`src/rtl/fifo_uart_tx.sv`:
```
// fifo_uart_tx: pops words from a FIFO and sends them as async serial frames
module fifo_uart_tx #(
  parameter int WIDTH = 8,
  parameter int CLKS_PER_BIT = 16,
  parameter int STOP_BITS = 1
) (
  input  logic             clk,
  input  logic             res,
  input  logic             enable,
  input  logic [WIDTH-1:0] fifo_rdata,
  input  logic             fifo_empty,
  output logic             fifo_shift_out,
  output logic             tx,
  output logic             busy
);
  localparam int CW = CLKS_PER_BIT > 1 ? $clog2(CLKS_PER_BIT) : 1;
  localparam int BN = WIDTH > STOP_BITS ? WIDTH : STOP_BITS;
  localparam int BW = BN > 1 ? $clog2(BN) : 1;
  typedef enum logic [1:0] {IDLE, START, DATA, STOP} state_t;
  state_t state, state_n;
  logic [CW-1:0] baud, baud_n;
  logic [BW-1:0] bit_cnt, bit_n;
  logic [WIDTH-1:0] shreg, shreg_n;
  logic baud_end, last_stop, tx_n;
  assign baud_end = baud == CW'(CLKS_PER_BIT - 1);
  assign last_stop = state == STOP && baud_end && bit_cnt == BW'(STOP_BITS - 1);
  assign fifo_shift_out = enable && !fifo_empty && !res && (state == IDLE || last_stop);
  // next state, counters and shift register; a pop overrides everything and restarts a frame
  always_comb begin
    state_n = state;
    baud_n = (state == IDLE || baud_end) ? '0 : baud + CW'(1);
    bit_n = bit_cnt;
    shreg_n = shreg;
    case (state)
      IDLE: state_n = IDLE;
      START: state_n = baud_end ? DATA : START;
      DATA: if (baud_end) begin
        shreg_n = shreg >> 1;
        state_n = bit_cnt == BW'(WIDTH - 1) ? STOP : DATA;
        bit_n = bit_cnt == BW'(WIDTH - 1) ? '0 : bit_cnt + BW'(1);
      end
      STOP: if (baud_end) begin
        state_n = last_stop ? IDLE : STOP;
        bit_n = last_stop ? '0 : bit_cnt + BW'(1);
      end
      default: state_n = IDLE;
    endcase
    if (fifo_shift_out) begin
      state_n = START;
      baud_n = '0;
      bit_n = '0;
      shreg_n = fifo_rdata;
    end
    tx_n = state_n == START ? 1'b0 : state_n == DATA ? shreg_n[0] : 1'b1;
  end
  // state register with registered, glitch-free tx and busy
  always_ff @(posedge clk or posedge res) begin
    if (res) begin
      state <= IDLE;
      baud <= '0;
      bit_cnt <= '0;
      shreg <= '0;
      tx <= 1'b1;
      busy <= 1'b0;
    end else begin
      state <= state_n;
      baud <= baud_n;
      bit_cnt <= bit_n;
      shreg <= shreg_n;
      tx <= tx_n;
      busy <= state_n != IDLE;
    end
  end
endmodule

```
`config.mk`:
```
export PLATFORM = sky130hd
export DESIGN_NAME = fifo_uart_tx
export DESIGN_NICKNAME = d
export VERILOG_FILES = /design/src/rtl/fifo_uart_tx.sv
export SDC_FILE = /design/constraint.sdc
export NUM_CORES = 1
export LEC_CHECK = 0
export CORE_MARGIN = 2
export CORE_UTILIZATION = 45
export CTS_CLUSTER_DIAMETER = 80
export DETAILED_ROUTE_END_ITERATION = 10
export PLACE_DENSITY_LB_ADDON = 0.25
export SLEW_MARGIN = 15
export SYNTH_ARGS = -nofsm -noshare
export SYNTH_HDL_FRONTEND = slang
export SYNTH_SLANG_ARGS = --single-unit
```
`constraint.sdc`:
```
create_clock -name clk -period 4.4 [get_ports clk]
set_clock_uncertainty 0.1 [all_clocks]
set_input_delay 0.44 -clock clk [delete_from_list [all_inputs] [get_ports clk]]
set_output_delay 0.44 -clock clk [all_outputs]
set_load 0.005 [all_outputs]
```
; Word-level counts from Yosys, hierarchy flattened
; Index checks and enable logic that the tools add are counted.
[classes]
add_sub_neg = 2
n_eq_ne = 9
muxes = 20
n_reduce_logical = 17
[ops]
columns = op, n
row1 = $mux 8, 3
row2 = $mux 3, 5
row3 = $mux 2, 5
row4 = $mux 4, 2
row5 = $pmux 2 s4, 1
row6 = $eq 2x2->1 const B, 3
row7 = $ne 3x3->1 const B, 2
row8 = $pmux 3 s2, 1
row9 = $reduce_bool 2->1, 3
row10 = $logic_and 1x1->1, 5
row11 = $add 4x1->4 const B, 1
row12 = $eq 2x1->1 const B, 2
row13 = $eq 4x4->1 const B, 1
row14 = $add 3x1->3 const B, 1
row15 = $eq 3x3->1 const B, 1
row16 = $logic_not 3->1, 1
row17 = $mux 1, 3
row18 = $reduce_and 3->1, 1
row19 = $reduce_bool 3->1, 1
row20 = $logic_not 1->1, 2
row21 = $logic_not 2->1, 1
row22 = $logic_or 1x1->1, 2
row23 = $reduce_and 2->1, 1
[word_totals]
regBits = 19
input_bits = 12
output_inout_bits = 3

; Logic depth before layout (Yosys ltp)
[depth]
depth_word = 10
mapped_depth = 8

; Worst setup path after synthesis
; No wires, ideal clock.
[synth_timing]
path_type = flip-flop to flip-flop
start = register baud[0]
end = register tx
setup_time_ns = 0.085
t_arrival_ns = 1.635
t_required_ns = 4.215
path_slack_ns = 2.580
stages_incl_launch_ff = 7
path_buffers = 0
period_less_slack_ns = 1.820
path_cell_list = dfrtp_1 ha_1 nand3_2 nor2_2 o211a_4 a221oi_2 mux2_1
[synth_between]
elab_chain_len = 10
elab_cells_between_ends = 18
[synth_rtl]
columns = item, line_no
row1 = "start, declared", 21  ; logic [CW-1:0] baud, baud_n;
row2 = "start signal, assigned", 67  ; baud <= baud_n;
row3 = $eq 4x4->1 *, 25  ; assign baud_end = baud == CW'(CLKS_PER_BIT - 1);
row4 = $logic_and 1x1->1 (2 in a row), 26  ; assign last_stop = state == STOP && baud_end && bit_cnt == BW'(STOP_BITS - 1);
row5 = $mux 2, 43  ; state_n = last_stop ? IDLE : STOP;
row6 = $mux 2, 42  ; STOP: if (baud_end) begin
row7 = $pmux 2 s4, 34  ; case (state)
row8 = $mux 2, 48  ; if (fifo_shift_out) begin
row9 = $eq 2x2->1, 54  ; tx_n = state_n == START ? 1'b0 : state_n == DATA ? shreg_n[0] : 1'b1;
row10 = $mux 1, 54
row11 = $mux 1 *, 54
row12 = named net tx_n, 24  ; logic baud_end, last_stop, tx_n;
row13 = "end signal, assigned", 70  ; tx <= tx_n;
row14 = "end, declared", 13  ; output logic tx,
; Mark *: on every way through the listed nets, which the timed path passes. The rest lies on a longest branch. The select of a mux whose other input is x is not followed.
; A chain may end at the register's enable or synchronous reset.

; Worst setup path after layout
[layout_timing]
start = register baud[0]
end = output port fifo_shift_out
[layout_between]
elab_chain_len = 5
[layout_rtl]
columns = item, line_no
row1 = $eq 4x4->1, 25
row2 = $logic_and 1x1->1 (2 in a row), 26
row3 = $logic_or 1x1->1, 27  ; assign fifo_shift_out = enable && !fifo_empty && !res && (state == IDLE || last_stop);
row4 = $logic_and 1x1->1, 27
row5 = "end, declared", 12  ; output logic fifo_shift_out,
; No other way between the ends.

==> impl_metrics.json <==
{
  "cpMaxStageDelayCell": "clkdlybuf4s50_1",
  "antenna_found_initial": 0,
  "dpl.hpwl_um": 1350,
  "required_ps": 3860,
  "fillerInstances": 187,
  "die-height_um": 49.8,
  "globalplace.congestion": 0.781,
  "insertion_delay_ps": 310,
  "n_antenna_cell": 0,
  "fp.dieW_um": 49.8,
  "synth_top_area_share": 0.477,
  "endpoint_kind": "output pin",
  "drc": 0,
  "wl_per_cell_um": 14.3,
  "initial_core_util": 0.481,
  "worstSetupPathType": "reg -> out",
  "cts_max_path_buffers": 2,
  "hold_class": "reg -> reg",
  "power_density_mw_per_mm2": 504,
  "via_per_inst": 5.38,
  "grt_first_pass_wirelength_um": 3150,
  "setup_viol_count_final": 0,
  "worstPathCellList": "ha_1 -> nand3_2 -> nor2_2 -> o211a_4 -> clkdlybuf4s50_1",
  "synthTopCellsByArea": "dfrtp_1 (48%), a22o_1 (5.6%), ha_1 (5.3%)",
  "grt_pass1_vias": 669,
  "syn_avg_cell_area_um2": 11.4,
  "area.growth.synth_to_final_pct": 18.8,
  "worst_pin_slew_ps": 688,
  "firstDrtPassIters": 4,
  "drtIter0Drc": 12,
  "final_cells": 126,
  "p_leak_nw": 0.540,
  "tns_ps": 0,
  "wl_um": 1800,
  "gr-total-overflow": 0,
  "synth_fp_nets": 99,
  "clkTransAtPathRegs_ps": 100,
  "multi_input_area_um2": 418,
  "core_area_mm2": 0.00196,
  "fin_area_mm2": 0.00112,
  "dieArea_mm2": 0.00248,
  "hold_viol_final": 0,
  "ant_nets": 0,
  "relSlewSlack": 0.541,
  "num_vias": 678,
  "peakVddDrop_mv": 0.381,
  "synth.distinct_cells": 28,
  "rsz0062_at_grt": "false",
  "nNetsFinal": 116,
  "drive_above_1_share": 0.111,
  "placed_area_mm2": 0.00109,
  "clock-sinks": 19,
  "root_buffer": "clkbuf_4",
  "outcome": "complete, no violations",
  "grt_max_degree": 20,
  "worstPathArrival_ps": 2170,
  "critPathLaunchType": "flip-flop",
  "ys_warn_count": 0,
  "seqCellArea_um2": 477,
  "synth-seq-area-share": 0.505,
  "syn_area_um2": 943,
  "final-max-slew-violation-count": 0,
  "timing.fmax_mhz": 368,
  "numCtsBuffers": 3,
  "io_buffers": 14,
  "fp-row-count": 16,
  "yosys.area.top_type": "dfrtp_1",
  "postCtsSetupRepairBufs": 0,
  "pin_count": 15,
  "post-route-period-util": 0.617,
  "maxCapViolCount": 0,
  "crit_path_max_incr_delay_ps": 530,
  "cts_tree": "built",
  "path_max_fanout": 15,
  "grt_use_total": 0.178,
  "cts_resized": 0,
  "ctsHoldBuffers": 0,
  "dp.cells": 122,
  "yosys_register_bits": 19,
  "cts_htree_levels": 1,
  "synth_cells": 83,
  "period_needed_ps": 2710
}
-- cells in the final DEF (no fill, tap or decap), types with 2 or more instances in the layout --
| cell type | n |
|---|---|
| clkbuf_4 | 3 |
| ha_1 | 4 |
| dfrtp_1 | 18 |
| a22oi_1 | 2 |
| a21o_1 | 6 |
| inv_1 | 7 |
| a22o_1 | 6 |
| o21ai_0 | 4 |
| clkdlybuf4s50_1 | 14 |
| mux2i_1 | 3 |
| nand2_1 | 3 |
| nor2_1 | 11 |
-- critical path: cells and delay by family, from the launching register on --
kind            cells  cell delay [ps]
fa+ha+maj           1              300
buf+inv             1              530
simple gates        2              340
compound gates      1              310
flops               1              390
-- metrics by stage --
step	hold slack [ps]	setup WS, ps	utilization	power [mW]
2_1_floorplan	290	2580	-	0.425
3_3_place_gp	347	2030	0.558	0.467
3_5_place_dp	359	1980	0.558	0.482
4_1_cts	373	1680	0.571	0.571
5_1_grt	388	1570	0.571	0.611
6_report	372	1690	0.571	0.565
-- power by group --
group,total [mW],switching [mW],internal (mW)
clock network,0.0874,0.0520,0.0354
registers,0.313,0.0636,0.249
logic,0.165,0.0774,0.0872
-- worst paths after layout --
kind	slack (ps)	cells past startpoint	endpoint	startpoint
setup reg to reg	2330	6	tx	baud[0]
hold reg to reg	370	1	baud[0]	baud[0]
max in group asynchronous	3300	2	shreg[4]	res
setup / recovery	1690	5	fifo_shift_out	baud[0]
hold / removal	370	1	baud[0]	baud[0]
min in group asynchronous	460	2	shreg[7]	res
-- synth_stat cells --
cell type	instances
dfstp_2	1
nor2_1	11
buf_6	2
nand2_1	3
xnor2_1	1
a22oi_1	2
xor2_1	1
nor2_4	1
inv_1	7
dfrtp_1	18
a21oi_1	1
ha_1	4
nand4b_2	1
a22o_1	6
nand3_2	1
nand4_2	1
mux2i_1	3
a21o_1	6
o211a_4	1
nand3_1	1
nand4_1	1
mux2_1	1
nor2b_1	1
a221oi_2	1
o21ai_0	4
nor2_2	1
a41oi_1	1
o21ai_1	1
-- layer usage --
metal / track usage / share of wire
met1: 0.224 / 0.43
met2: 0.273 / 0.51
met3: 0.0455 / 0.029
met4: 0.111 / 0.028
met5: 0 / 0
-- layout make-up --
cell class,count,area share
tap,27,0.0301
multi-input combinational,55,0.373
inverter,7,0.0234
timing repair buffer,14,0.125
clock buffer,4,0.0234
sequential,19,0.425
-- cell families (layout without fill, tap and decap cells) --
group,after synthesis,in the layout,synth area share
AO/OA/AOI/OAI,23,23,0.195
AND/OR/NAND/NOR,22,22,0.133
buffers and inverters,9,25,0.0517
multiplexers,4,4,0.0438
flip-flops,19,19,0.505
XOR/XNOR,2,2,0.0186
adder cells (fa/ha/maj),4,4,0.0531
-- state kept, by name (all words and copies together), names as in the netlist --
| register | cells |
|---|---|
| baud | 4 |
| bit_cnt | 3 |
| busy | 1 |
| shreg | 8 |
| state | 2 |
| tx | 1 |
(Power assumes the default switching activity.)
